<file path="config.mk">
export PLATFORM = sky130hd
export DESIGN_NAME = mcu_ctrl_bridge
export DESIGN_NICKNAME = d
export VERILOG_FILES = /design/src/rtl/mcu_ctrl_bridge.sv
export SDC_FILE = /design/constraint.sdc
export NUM_CORES = 1
export LEC_CHECK = 0
export ABC_AREA = 1
export CAP_MARGIN = 20
export CORE_MARGIN = 1
export CORE_UTILIZATION = 49
export DETAILED_ROUTE_END_ITERATION = 8
export PLACE_DENSITY = 0.76
export SLEW_MARGIN = 20
export SYNTH_ARGS = -nofsm -noshare
export SYNTH_HDL_FRONTEND = slang
export SYNTH_SLANG_ARGS = --single-unit
</file>
<file path="constraint.sdc">
create_clock -name SysClk -period 1.47 [get_ports SysClk]
set_input_delay 0.294 -clock SysClk [delete_from_list [all_inputs] [get_ports SysClk]]
set_output_delay 0.294 -clock SysClk [all_outputs]
set_load 0.01 [all_outputs]
</file>
<file path="src/rtl/mcu_ctrl_bridge.sv">
// mcu_ctrl_bridge: MCU command/response bridge to per-channel CTRL/MODE/STATUS/STICKY registers.
// Optional watchdog enabled by defining MCU_CTRL_WDOG_EN.
module mcu_ctrl_bridge #(
  parameter int NUM_CH = 4,
  parameter int DATA_W = 16,
  parameter int WDOG_CYC = 100000000,
  localparam int ADDR_W = $clog2(NUM_CH) + 2
) (
  input  logic                     SysClk,
  input  logic                     sRst,
  input  logic                     sMcuCmdValid,
  output logic                     sMcuCmdReady,
  input  logic                     sMcuCmdWr,
  input  logic [ADDR_W-1:0]        sMcuCmdAddr,
  input  logic [DATA_W-1:0]        sMcuCmdWdata,
  output logic                     sMcuRspValid,
  input  logic                     sMcuRspReady,
  output logic [DATA_W-1:0]        sMcuRspRdata,
  output logic                     sMcuRspErr,
  output logic [NUM_CH*DATA_W-1:0] sChCtrl,
  input  logic [NUM_CH*DATA_W-1:0] sChStatus,
  output logic [NUM_CH-1:0]        sChIrq,
  output logic                     sWdogExpired
);
  localparam int H = DATA_W / 2;
  typedef enum logic [1:0] {IDLE, EXEC, RESP} state_t;
  state_t state_q;
  logic wr_q, rsp_valid_q, rsp_err_q, bad, accept, we, wd_hit;
  logic [ADDR_W-1:0] addr_q, ch_idx;
  logic [1:0] reg_sel;
  logic [DATA_W-1:0] wdata_q, rsp_rdata_q, rd_d;
  logic [DATA_W-1:0] ctrl_q [NUM_CH];
  logic [DATA_W-1:0] ctrl_d [NUM_CH];
  logic [DATA_W-1:0] mode_q [NUM_CH];
  logic [DATA_W-1:0] mode_d [NUM_CH];
  logic [DATA_W-1:0] sticky_q [NUM_CH];
  logic [DATA_W-1:0] sticky_d [NUM_CH];
  logic [NUM_CH*DATA_W-1:0] stat_q, rise;
  logic [NUM_CH-1:0] irq_q, irq_d;
  assign ch_idx = addr_q >> 2;
  assign reg_sel = addr_q[1:0];
  assign bad = ch_idx >= ADDR_W'(NUM_CH);
  assign sMcuCmdReady = (state_q == IDLE) && !sRst;
  assign accept = sMcuCmdValid && sMcuCmdReady;
  assign we = (state_q == EXEC) && wr_q && !bad;
  assign rise = sChStatus & ~stat_q;
  assign sMcuRspValid = rsp_valid_q;
  assign sMcuRspErr = rsp_err_q;
  assign sMcuRspRdata = rsp_rdata_q;
  assign sChIrq = irq_q;
  // Read mux, register next-state (write beats watchdog clear, sticky set beats W1C) and irq reduction
  always_comb begin
    rd_d = '0;
    for (int n = 0; n < NUM_CH; n++) begin
      if (ch_idx == ADDR_W'(n)) rd_d = reg_sel == 2'd0 ? ctrl_q[n] & ~mode_q[n] : reg_sel == 2'd1 ? mode_q[n] : reg_sel == 2'd2 ? sChStatus[n*DATA_W +: DATA_W] : sticky_q[n];
      ctrl_d[n] = (we && ch_idx == ADDR_W'(n) && reg_sel == 2'd0) ? wdata_q : wd_hit ? '0 : ctrl_q[n] & ~mode_q[n];
      mode_d[n] = (we && ch_idx == ADDR_W'(n) && reg_sel == 2'd1) ? wdata_q : wd_hit ? '0 : mode_q[n];
      sticky_d[n] = (sticky_q[n] & ~((we && ch_idx == ADDR_W'(n) && reg_sel == 2'd3) ? wdata_q : '0)) | rise[n*DATA_W +: DATA_W];
      irq_d[n] = |(sticky_q[n][H-1:0] & mode_q[n][H +: H]);
      sChCtrl[n*DATA_W +: DATA_W] = ctrl_q[n];
    end
  end
  // Transaction FSM: latch command on accept, execute one cycle, hold response until consumed
  always_ff @(posedge SysClk) begin
    if (sRst) begin
      state_q <= IDLE;
      wr_q <= 1'b0;
      addr_q <= '0;
      wdata_q <= '0;
      rsp_valid_q <= 1'b0;
      rsp_err_q <= 1'b0;
      rsp_rdata_q <= '0;
    end else begin
      unique case (state_q)
        IDLE: if (accept) begin
          state_q <= EXEC;
          wr_q <= sMcuCmdWr;
          addr_q <= sMcuCmdAddr;
          wdata_q <= sMcuCmdWdata;
        end
        EXEC: begin
          state_q <= RESP;
          rsp_valid_q <= 1'b1;
          rsp_err_q <= bad;
          rsp_rdata_q <= (wr_q || bad) ? '0 : rd_d;
        end
        RESP: if (sMcuRspReady) begin
          state_q <= IDLE;
          rsp_valid_q <= 1'b0;
          rsp_err_q <= 1'b0;
          rsp_rdata_q <= '0;
        end
        default: state_q <= IDLE;
      endcase
    end
  end
  // Channel registers, status edge-detect delay and registered interrupts
  always_ff @(posedge SysClk) begin
    if (sRst) begin
      for (int n = 0; n < NUM_CH; n++) begin
        ctrl_q[n] <= '0;
        mode_q[n] <= '0;
        sticky_q[n] <= '0;
      end
      stat_q <= '0;
      irq_q <= '0;
    end else begin
      for (int n = 0; n < NUM_CH; n++) begin
        ctrl_q[n] <= ctrl_d[n];
        mode_q[n] <= mode_d[n];
        sticky_q[n] <= sticky_d[n];
      end
      stat_q <= sChStatus;
      irq_q <= irq_d;
    end
  end
`ifdef MCU_CTRL_WDOG_EN
  localparam int CW = $clog2(WDOG_CYC) + 1;
  logic [CW-1:0] wd_cnt_q;
  logic wd_exp_q;
  assign wd_hit = wd_cnt_q == CW'(WDOG_CYC - 1);
  assign sWdogExpired = wd_exp_q;
  // Watchdog counts idle cycles since the last accepted command and saturates once tripped
  always_ff @(posedge SysClk) begin
    if (sRst || accept) begin
      wd_cnt_q <= '0;
      wd_exp_q <= 1'b0;
    end else begin
      wd_cnt_q <= wd_hit ? wd_cnt_q : wd_cnt_q + 1'b1;
      wd_exp_q <= wd_exp_q || wd_hit;
    end
  end
`else
  assign wd_hit = WDOG_CYC < 0;
  assign sWdogExpired = 1'b0;
`endif
endmodule
</file>
==> results.yml <==
synth:
  ys_seq_elements: 300
  ys_warn_count: 0
  syn_area_um2: 12500
  ys_types: 25
  syn_avg_cell_area_um2: 7.19
  synthCells: 1738
  ys_seq_area_share_pct: 48.0
routing:
  wire_per_inst_um: 25.6
  drt-initial-drc-count: 2062
  drc: 0
  vias: 15200
  ant_nets: 0
  vias_per_cell: 6.24
  drt_pass1_iterations: 6
  drt_wl_total_um: 62300
hold_path:
  hold_path_class: "primary input to register"
die:
  dieArea_um2: 26200
  start_util_pct: 49.8
  fp.dieH_um: 162
  num_rows: 58
  fp.dieW_um: 162
  core_um2: 25100
  ios: 177
layout:
  seq_area_um2: 6030
  fill_cells: 1708
  antennaDiodeCount: 0
  nets: 2172
  final_layout_size_suffix_gt1_share_pct: 32.3
  multi_input_area_um2: 6800
  layout-area-overhead-vs-synth_pct: 57.6
  final_cell_area_um2: 19700
grt:
  grt_pass1_wl_um: 83900
  grt_pass1_vias: 14300
  grt_max_degree: 45
  grt.total_usage_pct: 43.6
  antenna_found_initial: 0
  overflow: 0
clock_tree:
  clk_latency_ps: 530
  cts_inserted_buffers: 34
  cts_root_buf: "clkbuf_16"
  cts_buffer_depth: 3
  cts-htree-levels: 2
  tritoncts: "done"
  cts.clk_slew.worst_paths_ps: 60
  clock-sinks: 300
sta:
  hold_viol_final: 0
  drv_slew: 0
  fin_tns_setup_ps: -33140
  worst_slack_ps: -318
  worst_pin_slew_ps: 628
  fin_crit_ps: 1790
  fmax_mhz: 559
  slew_headroom_pct: 58.1
  setup_viol: 196
  period_share_pct: 122
  skew_ps: 20.4
  rsz0062_at_grt: "yes"
setup_path:
  cp_max_fo: 8
  crit_type: "register to register"
  slowest_stage: "dfxtp_2"
  slowest_delay_ps: 330
  cp-start-kind: "register"
  crit_chain: "buf_12 -> nor2_4 -> inv_4 -> buf_6 -> nor2_4 -> buf_12 -> o21ai_1 -> a21oi_1"
  cp.arrival_ps: 2220
  crit_required_ps: 1910
  crit_path_end_kind: "register"
placement:
  dpl.hpwl_um: 39700
  placed_cell_area_um2: 15900
  io_buffers: 174
  gp_congestion: 0.981
power:
  power.density_nw_per_um2: 1050
  power.total_mw: 20.8
  peakVddDrop_mv: 0.994
  power_leakage_nw: 8.35
outcome:
  status: "finished with violations"
  violations: "setup timing"
run:
  maxCapViolCount: 0
-- cell usage after synthesis --
master	count	share of area, %
nor2_1	118	3.5
nor2_2	3	0.15
a221oi_1	8	0.56
nor3_1	1	0.040
nand4_1	1	0.050
conb_1	1	0.030
nand2_2	1	0.050
buf_1	7	0.21
clkinv_1	8	0.24
nand3_1	58	2.3
o22ai_1	75	3.8
clkbuf_1	70	2.1
buf_2	33	1.3
dfxtp_1	300	48
a22o_1	7	0.49
buf_4	6	0.36
inv_2	13	0.39
inv_1	190	5.7
o21ai_0	173	6.9
a22oi_1	2	0.12
nand2_1	311	9.3
nand2_4	2	0.18
a21oi_1	250	10
o21ai_1	97	3.9
nand3b_1	3	0.18
-- path summary, 6_finish.rpt --
kind         depth (start not counted)  slack, ps                         end                    from
min reg2reg                          1        420  sticky_q[0][20]$_SDFF_PP0_   stat_q[20]$_SDFF_PP0_
max reg2reg                          8       -320     ctrl_q[0][5]$_SDFF_PP0_  addr_q[0]$_SDFFE_PP0P_
min                                  3        360       stat_q[25]$_SDFF_PP0_           sChStatus[25]
max                                  8       -320     ctrl_q[0][5]$_SDFF_PP0_  addr_q[0]$_SDFFE_PP0P_
-- metal layers --
metal | vias to the layer above | track usage (%) | wire (um)
met1 | 7092 | 47.3 | 20800
li1 | 6490 | - | -
met4 | 0 | 38.0 | 6750
met2 | 1175 | 72.2 | 28200
met3 | 453 | 9.73 | 6660
met5 | - | 0 | 0
-- metrics by stage --
step	worst slack, ps	hold WS, ps	std cells	utilization [%]
after floorplan	-26.6	408	1739	-
after global placement	-420	409	2314	63.3
after detailed placement	-426	413	2314	63.3
after CTS	-246	358	2413	73.2
after global routing	-379	389	2436	78.5
final	-318	361	2436	78.5
-- power breakdown --
group          internal (mW)  leakage, nW  switching, mW
logic                   1.56         5.37           2.19
registers               8.48         2.47          0.279
clock network           4.71        0.512           3.53
total                   14.7         8.35           6.01
-- flip-flops by register name, summed over array words and instances (netlist names) --
| register | count |
|---|---|
| sMcuRspRdata | 16 |
| stat_q | 64 |
| sMcuRspValid | 1 |
| state_q | 2 |
| sticky_q | 64 |
| mode_q | 64 |
| ctrl_q | 64 |
| addr_q | 4 |
| sChIrq | 4 |
| wr_q | 1 |
| wdata_q | 16 |
-- what timing repair did --
action / in CTS / in global routing
pin swaps: 49 / 61
hold buffers: 0 / 0
setup endpoints to repair: 278 / 239
setup buffers: 22 / 18
gates resized for setup: 396 / 377
cloned: 18 / 11
-- cell usage in the layout, fill, tap and decap left out, types with 42 or more instances in the layout --
master / n
o21ai_1: 53
buf_6: 44
dfxtp_1: 282
nand3_1: 42
o22ai_1: 70
o21ai_0: 59
buf_4: 139
clkdlybuf4s50_1: 87
dlygate4sd2_1: 57
inv_1: 187
nand2_1: 257
nor2_1: 96
a21oi_1: 179
a21oi_2: 67
o21ai_2: 136
-- cell type report --
type / instances / share of cell area, %
Multi-Input combinational cell: 1112 / 34.5
Sequential cell: 300 / 30.6
Timing Repair Buffer: 421 / 23.1
Clock buffer: 45 / 4.79
Inverter: 211 / 4.24
Tap cell: 330 / 2.10
Clock inverter: 14 / 0.552
Timing Repair inverter: 3 / 0.159
-- critical path, delay by kind of cell (launching register included) --
family | cells | cell delay (ps)
buffers and inverters | 4 | 600
AND/OR/NAND/NOR | 2 | 490
flip-flops | 1 | 330
AO/OA/AOI/OAI | 2 | 280
-- cells by family (layout without fill, tap and decap cells) --
group	Yosys count	after routing	synth area share, %
other	1	2	0.0300
AO/OA/AOI/OAI	612	612	25.7
buffers and inverters	327	694	10.3
AND/OR/NAND/NOR	498	498	15.9
flip-flops	300	300	48.0
Power figures use the tool's default switching activity.
